$ cat src/rtl/pipelined_addsub.sv
// pipelined_addsub: STAGES-deep add/sub pipeline, one carry-chained slice per stage, valid/ready handshake.
// Optional saturation on signed overflow when ADDSUB_SATURATE_EN is defined (adds the sat input).
module pipelined_addsub #(
  parameter int WIDTH  = 32,
  parameter int STAGES = 4
) (
  input  logic             clock,
  input  logic             clear,
  input  logic             in_valid,
  output logic             in_ready,
  input  logic [WIDTH-1:0] a,
  input  logic [WIDTH-1:0] b,
  input  logic             sub,
  input  logic             cin,
`ifdef ADDSUB_SATURATE_EN
  input  logic             sat,
`endif
  output logic             out_valid,
  input  logic             out_ready,
  output logic [WIDTH-1:0] result,
  output logic             carry_out,
  output logic             overflow,
  output logic             zero,
  output logic             negative
);
  localparam int SW = WIDTH / STAGES;
  localparam int L  = STAGES - 1;
  localparam int M  = WIDTH - 1;
  logic [WIDTH-1:0] ar [STAGES];
  logic [WIDTH-1:0] br [STAGES];
  logic [WIDTH-1:0] sr [STAGES];
  logic [WIDTH-1:0] ai [STAGES];
  logic [WIDTH-1:0] bi [STAGES];
  logic [WIDTH-1:0] si [STAGES];
  logic [WIDTH-1:0] ns [STAGES];
  logic [STAGES-1:0] vr, cr, vi, ci, nc;
  logic [SW:0] t;
  logic adv, ov;
  logic [WIDTH-1:0] fin;
`ifdef ADDSUB_SATURATE_EN
  logic [STAGES-1:0] satr, sati;
`endif
  // Stage k sees stage k-1's registers; stage 0 sees the operands with b already inverted for subtract.
  always_comb begin
    ai[0] = a;
    bi[0] = sub ? ~b : b;
    si[0] = '0;
    ci[0] = sub | cin;
    vi[0] = in_valid;
`ifdef ADDSUB_SATURATE_EN
    sati[0] = sat;
`endif
    for (int k = 1; k < STAGES; k++) begin
      ai[k] = ar[k-1];
      bi[k] = br[k-1];
      si[k] = sr[k-1];
      ci[k] = cr[k-1];
      vi[k] = vr[k-1];
`ifdef ADDSUB_SATURATE_EN
      sati[k] = satr[k-1];
`endif
    end
    t = '0;
    for (int k = 0; k < STAGES; k++) begin
      t = {1'b0, ai[k][k*SW +: SW]} + {1'b0, bi[k][k*SW +: SW]} + {{SW{1'b0}}, ci[k]};
      ns[k] = si[k];
      ns[k][k*SW +: SW] = t[SW-1:0];
      nc[k] = t[SW];
    end
  end
  always_ff @(posedge clock) begin
    if (adv) begin
      vr <= vi;
      cr <= nc;
      ar <= ai;
      br <= bi;
      sr <= ns;
`ifdef ADDSUB_SATURATE_EN
      satr <= sati;
`endif
    end
    if (clear) vr <= '0;
  end
  always_comb begin
    out_valid = vr[L];
    adv       = ~vr[L] | out_ready;
    in_ready  = adv;
    ov        = (ar[L][M] == br[L][M]) & (sr[L][M] != ar[L][M]);
`ifdef ADDSUB_SATURATE_EN
    fin       = (satr[L] & ov) ? {ar[L][M], {M{~ar[L][M]}}} : sr[L];
`else
    fin       = sr[L];
`endif
    result    = out_valid ? fin : '0;
    carry_out = out_valid & cr[L];
    overflow  = out_valid & ov;
    zero      = out_valid & (fin == '0);
    negative  = out_valid & fin[M];
  end
endmodule

$ cat config.mk
export PLATFORM = sky130hd
export DESIGN_NAME = pipelined_addsub
export DESIGN_NICKNAME = d
export VERILOG_FILES = /design/src/rtl/pipelined_addsub.sv
export SDC_FILE = /design/constraint.sdc
export NUM_CORES = 1
export LEC_CHECK = 0
export BUFFER_PORTS_ARGS = -buffer_cell sky130_fd_sc_hd__buf_2
export CORE_MARGIN = 8
export CORE_UTILIZATION = 60
export DETAILED_ROUTE_END_ITERATION = 7
export PLACE_DENSITY = 0.83
export SETUP_SLACK_MARGIN = 0.15
export SYNTH_ARGS = -nofsm -noshare
export SYNTH_HDL_FRONTEND = slang
export SYNTH_SLANG_ARGS = --single-unit
$ cat constraint.sdc
create_clock -name clock -period 9.3 [get_ports clock]
set_input_delay 0 -clock clock [delete_from_list [all_inputs] [get_ports clock]]
set_output_delay 0 -clock clock [all_outputs]
set_load 0.02 [all_outputs]
Yosys cells after proc, flatten, opt, wreduce, memory -nomap -nowiden
Cells that the tools add are included.
- $add $sub $neg: 8
- equal/unequal tests: 2
- muxes and demuxes: 2
- bitwise gates (word level): 9
- reductions and logical operators: 1
- operators with widths (cell ; count):
    2-to-1 mux 32 bit ; 2
    adder 8 x 8 -> 9 bit ; 4
    adder 9 x 1 -> 9 bit ; 4
    zero test 32 bit ; 1
    inverter 32 bit ; 1
    AND 1 bit ; 5
    bitwise OR 1 bit ; 2
    equality test 1 bit ; 1
    != test 1 bit ; 1
    inverter 1 bit ; 1
- bits in registers: 344
- output and inout bits: 38

Depth between registers and ports, before layout
Gate-level depths: netlist (run 1).
- depth after elaboration: 4
- mapped depth: 11
- gate-level depth less buffers: 9

Worst setup path before layout (run 1)
OpenSTA, ideal clock, no wires.
- kind: flip-flop to flip-flop
- from: register vr[3]
- to: register vr[0]
- setup time: 135 ps
- data arrival time: 6325 ps
- required time: 9165 ps
- slack: 2840 ps
- cell stages (with the launch flop): 5
- buffers on the path: 1
- cells stage by stage: dfxtp_1 nand2b_1 clkbuf_1 mux2i_1 nor2_1
- cells in the longest elaborated chain, start to end: 2
- ends and longest elaborated chain (element ; RTL line ; source):
    start, declared ; 36 ; logic [STAGES-1:0] vr, cr, vi, ci, nc;
    start signal, assigned ; 73 ; vr <= vi;
    inverter 1 bit ; 86 ; adv = ~vr[L] | out_ready;
    bitwise OR 1 bit ; 86 ;
    net in_ready ; 10 ; output logic in_ready,
The timed path passes the listed nets, and every way through them passes these cells.
A chain may end at the register's enable or synchronous reset.

Worst setup path after layout (run 1)
- from: register vr[3]
- to: output port in_ready
- cells in the longest elaborated chain, start to end: 2
- ends and longest elaborated chain (element ; RTL line):
    inverter 1 bit ; 86
    bitwise OR 1 bit ; 86
    end, declared ; 10
Every way passes these cells.

==> flow_metrics.tcl, run 1 <==
set metrics [dict create \
    syn_avg_cell_area_um2 16.8 \
    antenna_cells 0 \
    synth_area_um2 7480 \
    clockBufferDepth 2 \
    setup_viol 0 \
    grt_setup_unrepaired "no" \
    die-width_um 128 \
    cts_root_buf "clkbuf_16" \
    ys.flop_type "edfxtp_1" \
    gp_congestion 0.834 \
    max-cap-violations 0 \
    nNetsFinal 722 \
    period_minus_slack_ns 2.79 \
    reg2reg_depth 4 \
    htreeDepth 4 \
    syn_nets 551 \
    first_global_vias 4474 \
    wirelength_mm 13.4 \
    grt_use_total_pct 16.9 \
    finClkSkew_ns 0.00688 \
    yosysUniqueCellTypes 39 \
    syn_inst 445 \
    initial_core_util_pct 61.7 \
    final_util_pct 77.0 \
    setup_ws_ns 6.51 \
    reg2reg_slack_ns 6.78 \
    min_from "a[7]" \
    dp_slack_ns 6.62 \
    core-area_um2 12100 \
    worst_pin_slew_ns 0.999 \
    grt_pass1_wl_mm 21.2 \
    synth-seq-cells 186 \
    maxSlewViolCount 0 \
    synth_edf_count 182 \
    timing.slew.headroom_pct 33.3 \
    io_buffers 107 \
    clk_latency_ns 0.42 \
    whs_path_depth 3 \
    p_leak_nw 3.86 \
    cts_hold_buf 52 \
    num-fill-cells 721 \
    syn_to_final_growth_pct 24.8 \
    worstPathRequired_ns 9.30 \
    ctsResizeCount 0 \
    hold_path_end "ns[71]$_DFFE_PP_" \
    ir_drop_mv 0.129 \
    via_per_inst 5.17 \
    fmax_ghz 0.359 \
    crit_type "register to output pin" \
    synthArstFlopShare_pct 0 \
    vias 4117 \
    finalCritPeriodShare_pct 29.9 \
    io_pins 108 \
    cts_buffers 17 \
    grt_overflow 0 \
    worstPathArrival_ns 2.79 \
    die_y_um 128 \
    setup.worst_path.end_class "output pin" \
    cp_max_fo 82 \
    holdWs_ns 0.0838 \
    std_cell_rows 40 \
    status "finished, final reports clean" \
    tns_ns 0 \
    clock-sinks 186 \
    cts_setup_buffers 0 \
    drc_errors 0 \
    design.die.area_um2 16300 \
    post-dp-hpwl_mm 8.43 \
    drt-initial-drc-count 297 \
    drtPass1Iterations 5 \
    antenna_found_initial 0 \
    wl_per_cell_um 16.8 \
    yosys_warnings 0 \
    r2r-start "vr[3]$_SDFFE_PP0P_" \
    grt_start_max_net_pins 83 \
    yosysSeqAreaShare_pct 74.2 \
    hp-class "input pin to register" \
    finalHoldViolations 0 \
    cts_tree "done" \
    worstSetupStartpointType "register" \
    timing.rr.end "vr[1]$_SDFFE_PP0P_" \
    power_w 0.00213 \
    clkTransAtPathRegs_ns 0.07 \
    postRouteAntennaNets 0 \
    pwr_density_cell_nw_per_um2 228 \
    drive_gt1_share_pct 23.5 \
    multi_input_area_um2 1830 \
    regArea_um2 5550 \
]
-- cell families (layout without fill, tap and decap cells) --
logic type | after synthesis | count (layout) | share of synthesized area, %
simple gates | 103 | 103 | 7.68
compound gates | 35 | 35 | 2.96
mux | 3 | 3 | 0.402
flops | 186 | 186 | 74.2
buf+inv | 26 | 210 | 1.41
fa+ha+maj | 36 | 36 | 6.83
xor+xnor | 56 | 56 | 6.56
-- worst max-delay path by stage --
stage | depth (start not counted) | startpoint | to | slack [ns]
CTS | 3 | vr[3]$_SDFFE_PP0P_ | in_ready | 6.51
finish | 3 | vr[3]$_SDFFE_PP0P_ | in_ready | 6.51
global placement | 10 | sub | ns[70]$_DFFE_PP_ | 6.79
floorplan | 4 | vr[3]$_SDFFE_PP0P_ | vr[0]$_SDFFE_PP0P_ | 2.84
global route | 3 | vr[3]$_SDFFE_PP0P_ | in_ready | 6.26
detailed placement | 10 | sub | ns[70]$_DFFE_PP_ | 6.62
-- per-layer routing --
layer	global-route usage (%)	part of all wire, %	vias to the layer above
met5	0	0	-
met4	7.76	2.2	0
met3	4.78	6.6	21
met2	31.3	55	130
met1	17.4	37	1977
li1	-	-	1989
-- cells in the final DEF (no fill, tap or decap), types with 4 or more instances in the layout --
master	synthesis	routed
xor2_1	42	42
fa_1	8	8
inv_1	17	17
edfxtp_1	182	182
xnor2_1	14	14
clkbuf_16	0	17
nand3_1	4	4
nand4_1	4	4
nor2_1	13	13
a211oi_1	4	4
nand2_1	10	10
ha_1	28	28
nor4_1	8	8
and2_1	35	35
clkinv_4	0	4
dlygate4sd3_1	0	52
or2_2	4	4
nor3_1	12	12
dfxtp_1	4	4
buf_2	3	107
a21oi_1	12	12
-- worst max-delay path, cell delays in order, from the launching register on --
cell and delay [ns]:
dfxtp_1 0.64, nand2b_4 0.52, buf_4 0.84, buf_2 0.31
-- flip-flops by register name, summed over array words and instances (netlist names) --
name  cells
ai       48
ar        1
br        1
cr        4
ns       48
fin      32
vr        4
bi       48
-- layout make-up --
| class | count | area share, % |
|---|---|---|
| inverter | 17 | 0.684 |
| tap | 168 | 2.25 |
| clock inverter | 12 | 1.50 |
| timing repair buffer | 161 | 11.5 |
| clock buffer | 20 | 5.00 |
| multi-input combinational | 233 | 19.7 |
| sequential | 186 | 59.4 |
-- power by group --
| part | leakage (nW) | internal, W | switching, W |
|---|---|---|---|
| registers | 1.96 | 0.00113 | 0.0000622 |
| logic | 1.61 | 0.000107 | 0.000111 |
| clock network | 0.289 | 0.000420 | 0.000300 |
| total | 3.86 | 0.00166 | 0.000473 |
-- cells in the mapped netlist, drive strengths merged (3+ instances only) --
cell type  instances  area, µm²
ha                28        350
inv               17       63.8
xnor2             14        123
mux2i              3       30.0
nand3              4       20.0
fa                 8        160
nor4               8       50.1
clkbuf             5       18.8
buf                4       22.5
nor3              12       60.1
edfxtp           182       5470
a21oi             13       68.8
dfxtp              4       80.1
a31oi              3       18.8
or3                3       18.8
a211oi             4       30.0
a21o               3       22.5
o21ai              5       25.0
nand2             10       37.5
and2              35        219
nor2b              3       18.8
or2                4       25.0
nand4              4       25.0
nor2              13       48.8
xor2              42        368
-- through the flow --
step	instances	cell area, µm²
after global routing	797	9330
after global placement	713	8200
after detailed placement	713	8200
final	797	9330
after CTS	797	9330
after floorplan	445	7480
Power figures use the tool's default switching activity.
==> run 2, diff against run 1 <==
--- a/config.mk
+++ b/config.mk
@@ -7,9 +7,9 @@
 export LEC_CHECK = 0
 export BUFFER_PORTS_ARGS = -buffer_cell sky130_fd_sc_hd__buf_2
 export CORE_MARGIN = 8
-export CORE_UTILIZATION = 60
+export CORE_UTILIZATION = 57
 export DETAILED_ROUTE_END_ITERATION = 7
-export PLACE_DENSITY = 0.83
+export PLACE_DENSITY = 0.8
 export SETUP_SLACK_MARGIN = 0.15
 export SYNTH_ARGS = -nofsm -noshare
 export SYNTH_HDL_FRONTEND = slang
==> constraint.sdc (replaced) <==
create_clock -name clock -period 2.8 [get_ports clock]
set_input_delay 0 -clock clock [delete_from_list [all_inputs] [get_ports clock]]
set_output_delay 0 -clock clock [all_outputs]
set_load 0.02 [all_outputs]
==> run 2 against run 1 <==
Compared with the run above: first-iteration DRC count is 23% lower; power rose to 3.3 times the previous value; core utilization shrank 5.1 points; final cell count increased by 1.3%; largest power group unchanged; cell area grew 0.46%; critical path depth increased by 4; wire length decreased by 3.2%; count of clock-buffer cells in the layout down 3; clock skew up 0.0034 ns.
==> flow_metrics.tcl, run 2 (same netlist as run 1, synthesis figures left out) <==
set metrics [dict create \
    status "finished, final reports clean" \
    p_clk_share_pct 33.9 \
    final_cell_mix "edfxtp_1 (182), buf_2 (107), dlygate4sd3_1 (52), xor2_1 (42), and2_1 (35)" \
    finalCritPeriodShare_pct 86.6 \
    antenna_cells 0 \
    switching_share_pct 22.0 \
    htreeDepth 4 \
    worst_pin_slew_ns 0.639 \
    p_seq_share_pct 55.9 \
    fmax_ghz 0.412 \
    setup_ws_ns 0.374 \
    clockBufferDepth 2 \
    die-width_um 131 \
    die_y_um 131 \
    switchingPower_w 0.00155 \
    critPathMaxStageDelay_ns 0.48 \
    crit_type "register to register" \
    cp_max_fo 2 \
    maxSlewViolCount 0 \
    worstPathRequired_ns 2.96 \
    via_per_inst 5.05 \
    clkTransAtPathRegs_ns 0.07 \
    dp_slack_ns 0.404 \
    setup.worst_path.end_class "register" \
    gp_congestion 0.815 \
    crit_slowest_cell "fa_1" \
    worstSetupStartpointType "register" \
    cell_internal_pwr_w 0.00551 \
    io_buffers 107 \
    grt_setup_unrepaired "no" \
    drc_errors 0 \
    num-fill-cells 842 \
    critPathMostFrequentCell "fa_1" \
    cts_hold_buf 52 \
    std_cell_rows 42 \
    wl_per_cell_um 16.0 \
    finClkSkew_ns 0.0103 \
    grt_pass1_wl_mm 20.1 \
    drtPass1Iterations 4 \
    postRouteAntennaNets 0 \
    core-area_um2 13000 \
    cts_buffers 17 \
    p_leak_nw 3.88 \
    first_global_vias 4319 \
    reg2reg_depth 7 \
    combPwrFrac_pct 10.2 \
    cp-endpoint "cr[1]$_DFFE_PP_" \
    nNetsFinal 724 \
    regArea_um2 5550 \
    hp-class "input pin to register" \
    drive_gt1_share_pct 23.5 \
    ctsResizeCount 0 \
    design.die.area_um2 17000 \
    post-dp-hpwl_mm 8.19 \
    final_common_cell "edfxtp_1" \
    critPathBufInv 0 \
    timing.slew.headroom_pct 57.0 \
    antenna_found_initial 0 \
    finalHoldViolations 0 \
    path_cells "fa_1 > fa_1 > a21o_1 > a21oi_1 > o21ai_0 > nor4_1 > nor3_1" \
    startpoint "ai[72]$_DFFE_PP_" \
    worst-path-stages 7 \
    r2r-start "ai[72]$_DFFE_PP_" \
    critPathTopFamily "adder cells" \
    reg2reg_slack_ns 0.37 \
    period_minus_slack_ns 2.43 \
    timing.rr.end "cr[1]$_DFFE_PP_" \
    vias 4076 \
    initial_core_util_pct 57.4 \
    max-cap-violations 0 \
    grt_start_max_net_pins 82 \
    grt_use_total_pct 16.0 \
    pwr_density_cell_nw_per_um2 753 \
    ir_drop_mv 0.468 \
    tns_ns 0 \
    worstPathArrival_ns 2.59 \
    cts_setup_buffers 0 \
    cts_tree "done" \
    drt-initial-drc-count 230 \
    clk_latency_ns 0.42 \
    wirelength_mm 12.9 \
    clock-sinks 186 \
    grt_overflow 0 \
    syn_to_final_growth_pct 25.4 \
    io_pins 108 \
    setup_viol 0 \
    multi_input_area_um2 1830 \
    cts_root_buf "clkbuf_16" \
]
==> run 2: final cells by class <==
class,count,share of cell area (%)
clock buffer,17,4.54
clock inverter,15,1.86
inverter,17,0.681
multi-input combinational,233,19.6
sequential,186,59.2
tap,176,2.35
timing repair buffer,163,11.9
==> run 2: metal layers <==
layer	global-route usage [%]	vias up	share of wire, %
met5	0	-	0
met4	8.10	0	2.2
met3	3.81	21	5.1
met2	29.7	104	55
met1	16.3	1955	38
li1	-	1996	-
==> run 2: worst min path at each step <==
stage	from	end	depth (start not counted)
global placement	a[12]	ai[76]$_DFFE_PP_	1
finish	a[7]	ns[71]$_DFFE_PP_	3
detailed placement	a[12]	ai[76]$_DFFE_PP_	1
floorplan	clear	vr[3]$_SDFFE_PP0P_	1
global route	a[7]	ns[71]$_DFFE_PP_	3
CTS	a[7]	ns[71]$_DFFE_PP_	3
==> run 2: worst register-to-register path: cells and delay by family, from the launching register on <==
kind | cells | cell delay [ns]
adder cells (fa/ha/maj) | 2 | 0.89
AND/OR/NAND/NOR | 2 | 0.32
flip-flops | 1 | 0.40
AO/OA/AOI/OAI | 3 | 0.57
==> run 2: metrics by stage <==
step	hold slack [ns]	instance area [µm²]	power, W	std cells	utilization [%]
3_3_place_gp	0.176	8250	0.00459	723	63.3
2_1_floorplan	0.0691	7480	0.00440	445	-
5_1_grt	0.0690	9370	0.00734	807	71.9
6_report	0.0645	9370	0.00706	807	71.9
3_5_place_dp	0.178	8250	0.00465	723	63.3
4_1_cts	0.0397	9370	0.00709	807	71.9
==> run 2: power groups by stage <==
stage | Clock (W) | Combinational, W | Sequential, W
5_1_grt | 0.00255 | 0.000797 | 0.00400
3_5_place_dp | 0 | 0.000648 | 0.00400
2_1_floorplan | 0 | 0.000478 | 0.00392
4_1_cts | 0.00243 | 0.000717 | 0.00395
6_report | 0.00240 | 0.000719 | 0.00394
3_3_place_gp | 0 | 0.000619 | 0.00397
==> run 3, diff against run 2 <==
--- a/config.mk
+++ b/config.mk
@@ -6,10 +6,11 @@
 export NUM_CORES = 1
 export LEC_CHECK = 0
 export BUFFER_PORTS_ARGS = -buffer_cell sky130_fd_sc_hd__buf_2
+export CORE_ASPECT_RATIO = 0.7
 export CORE_MARGIN = 8
 export CORE_UTILIZATION = 57
 export DETAILED_ROUTE_END_ITERATION = 7
-export PLACE_DENSITY = 0.8
+export PLACE_DENSITY = 0.9
 export SETUP_SLACK_MARGIN = 0.15
 export SYNTH_ARGS = -nofsm -noshare
 export SYNTH_HDL_FRONTEND = slang
==> run 3 against run 2 <==
Compared with the run above: clock power up 2%; non-clock buffer count shrank 1; register-to-register slack is essentially flat; sequential cell count unchanged; cell area about the same; first-iteration DRC count increased by 22%; worst hold slack got worse by 0.0063 ns; power increased by 1.0%; via count up 1.7%; maximum frequency rose by 0.26%; setup slack gained 0.0064 ns; sequential share of layout area up 0.055 points; critical endpoint unchanged; largest power group unchanged.
==> flow_metrics.tcl, run 3 (same netlist as run 1, synthesis figures left out) <==
set metrics [dict create \
    clkTransAtPathRegs_ns 0.07 \
    timing.slew.headroom_pct 60.4 \
    drt-initial-drc-count 281 \
    io_buffers 107 \
    max-cap-violations 0 \
    vias 4147 \
    crit_slowest_cell "fa_1" \
    setup_viol 0 \
    multi_input_area_um2 1830 \
    critPathMostFrequentCell "fa_1" \
    hp-class "input pin to register" \
    hold_path_end "ns[64]$_DFFE_PP_" \
    placed_area_um2 8240 \
    std_cell_rows 35 \
    setup.worst_path.end_class "register" \
    crit_type "register to register" \
    io_pins 108 \
    die_y_um 112 \
    htreeDepth 4 \
    cp_max_fo 2 \
    clk_latency_ns 0.42 \
    clock-sinks 186 \
    clockBufferDepth 2 \
    reg2reg_depth 7 \
    whs_path_depth 3 \
    reg2reg_slack_ns 0.38 \
    via_per_inst 5.20 \
    finalInstanceArea_um2 9370 \
    grt_setup_unrepaired "no" \
    finalHoldViolations 0 \
    fmax_ghz 0.413 \
    cts_tree "done" \
    cts_buffers 17 \
    antenna_found_initial 0 \
    period_minus_slack_ns 2.42 \
    tns_ns 0 \
    critPathBufInv 0 \
    critPathMaxStageDelay_ns 0.48 \
    power_w 0.00713 \
    min_from "cin" \
    worstPathArrival_ns 2.59 \
    wirelength_mm 13.9 \
    drtPass1Iterations 5 \
    pwr_density_cell_nw_per_um2 761 \
    core-area_um2 13000 \
    grt_start_max_net_pins 85 \
    drive_gt1_share_pct 23.5 \
    worstPathRequired_ns 2.97 \
    grt_overflow 0 \
    timing.rr.end "cr[1]$_DFFE_PP_" \
    finClkSkew_ns 0.0111 \
    first_global_vias 4412 \
    nNetsFinal 723 \
    postRouteAntennaNets 0 \
    final_common_cell "edfxtp_1" \
    die-width_um 153 \
    syn_to_final_growth_pct 25.3 \
    cts_setup_buffers 0 \
    num-fill-cells 798 \
    maxSlewViolCount 0 \
    gp_congestion 0.879 \
    final_cell_mix "edfxtp_1 (182), buf_2 (107), dlygate4sd3_1 (51), xor2_1 (42), and2_1 (35)" \
    worst_pin_slew_ns 0.588 \
    finalCritPeriodShare_pct 86.4 \
    cts_root_buf "clkbuf_16" \
    ctsResizeCount 0 \
    p_leak_nw 3.88 \
    regArea_um2 5550 \
    initial_core_util_pct 57.7 \
    cts_hold_buf 51 \
    worstSetupStartpointType "register" \
    critPathTopFamily "adder cells" \
    post-dp-hpwl_mm 8.65 \
    grt_pass1_wl_mm 21.9 \
    drc_errors 0 \
    status "finished, final reports clean" \
    path_cells "fa_1 > fa_1 > a21o_1 > a21oi_1 > o21ai_0 > nor4_1 > nor3_1" \
    grt_use_total_pct 16.8 \
    ir_drop_mv 0.519 \
    design.die.area_um2 17100 \
    r2r-start "ai[72]$_DFFE_PP_" \
    wl_per_cell_um 17.4 \
]
-- run 3: worst register-to-register path, delay by kind of cell, from the launching register on --
| kind | cells | cell delay (ns) |
|---|---|---|
| AO/OA/AOI/OAI | 3 | 0.60 |
| adder cells (fa/ha/maj) | 2 | 0.90 |
| flip-flops | 1 | 0.39 |
| AND/OR/NAND/NOR | 2 | 0.28 |
-- run 3: layout make-up --
cell class | count | share of cell area (%)
timing repair buffer | 162 | 11.8
multi-input combinational | 233 | 19.6
clock buffer | 20 | 4.77
sequential | 186 | 59.2
clock inverter | 12 | 1.75
antenna | 1 | 0.0267
inverter | 17 | 0.681
tap | 166 | 2.22
-- run 3: where the power goes --
group / switching (W) / internal, W / leakage [nW]
clock network: 0.00100 / 0.00144 / 0.295
registers: 0.000196 / 0.00375 / 1.96
logic: 0.000390 / 0.000356 / 1.63
total: 0.00159 / 0.00554 / 3.88
-- run 3: routing by layer --
metal	GRT usage, %	vias to the layer above	wire (µm)
met2	31.0	131	7520
met3	3.83	55	548
met4	11.2	0	628
li1	-	1993	-
met5	0	-	0
met1	16.7	1968	5190
-- run 3: stage by stage --
| step | worst slack, ns | hold WS (ns) | util, % | instances |
|---|---|---|---|---|
| floorplan | 0.390 | 0.0691 | - | 445 |
| global placement | 0.445 | 0.176 | 63.6 | 713 |
| detailed placement | 0.413 | 0.178 | 63.6 | 713 |
| CTS | 0.375 | 0.0375 | 72.2 | 796 |
| global route | 0.295 | 0.0510 | 72.2 | 796 |
| finish | 0.381 | 0.0582 | 72.2 | 797 |
-- run 3: worst max-delay path by stage --
stage | slack, ns | depth (start not counted) | endpoint | startpoint
after global routing | 0.29 | 7 | cr[1]$_DFFE_PP_ | ai[72]$_DFFE_PP_
after detailed placement | 0.41 | 7 | cr[1]$_DFFE_PP_ | ai[72]$_DFFE_PP_
after CTS | 0.38 | 7 | cr[1]$_DFFE_PP_ | ai[72]$_DFFE_PP_
final | 0.38 | 7 | cr[1]$_DFFE_PP_ | ai[72]$_DFFE_PP_
after floorplan | 0.39 | 4 | vr[0]$_SDFFE_PP0P_ | vr[3]$_SDFFE_PP0P_
after global placement | 0.44 | 7 | cr[1]$_DFFE_PP_ | ai[72]$_DFFE_PP_
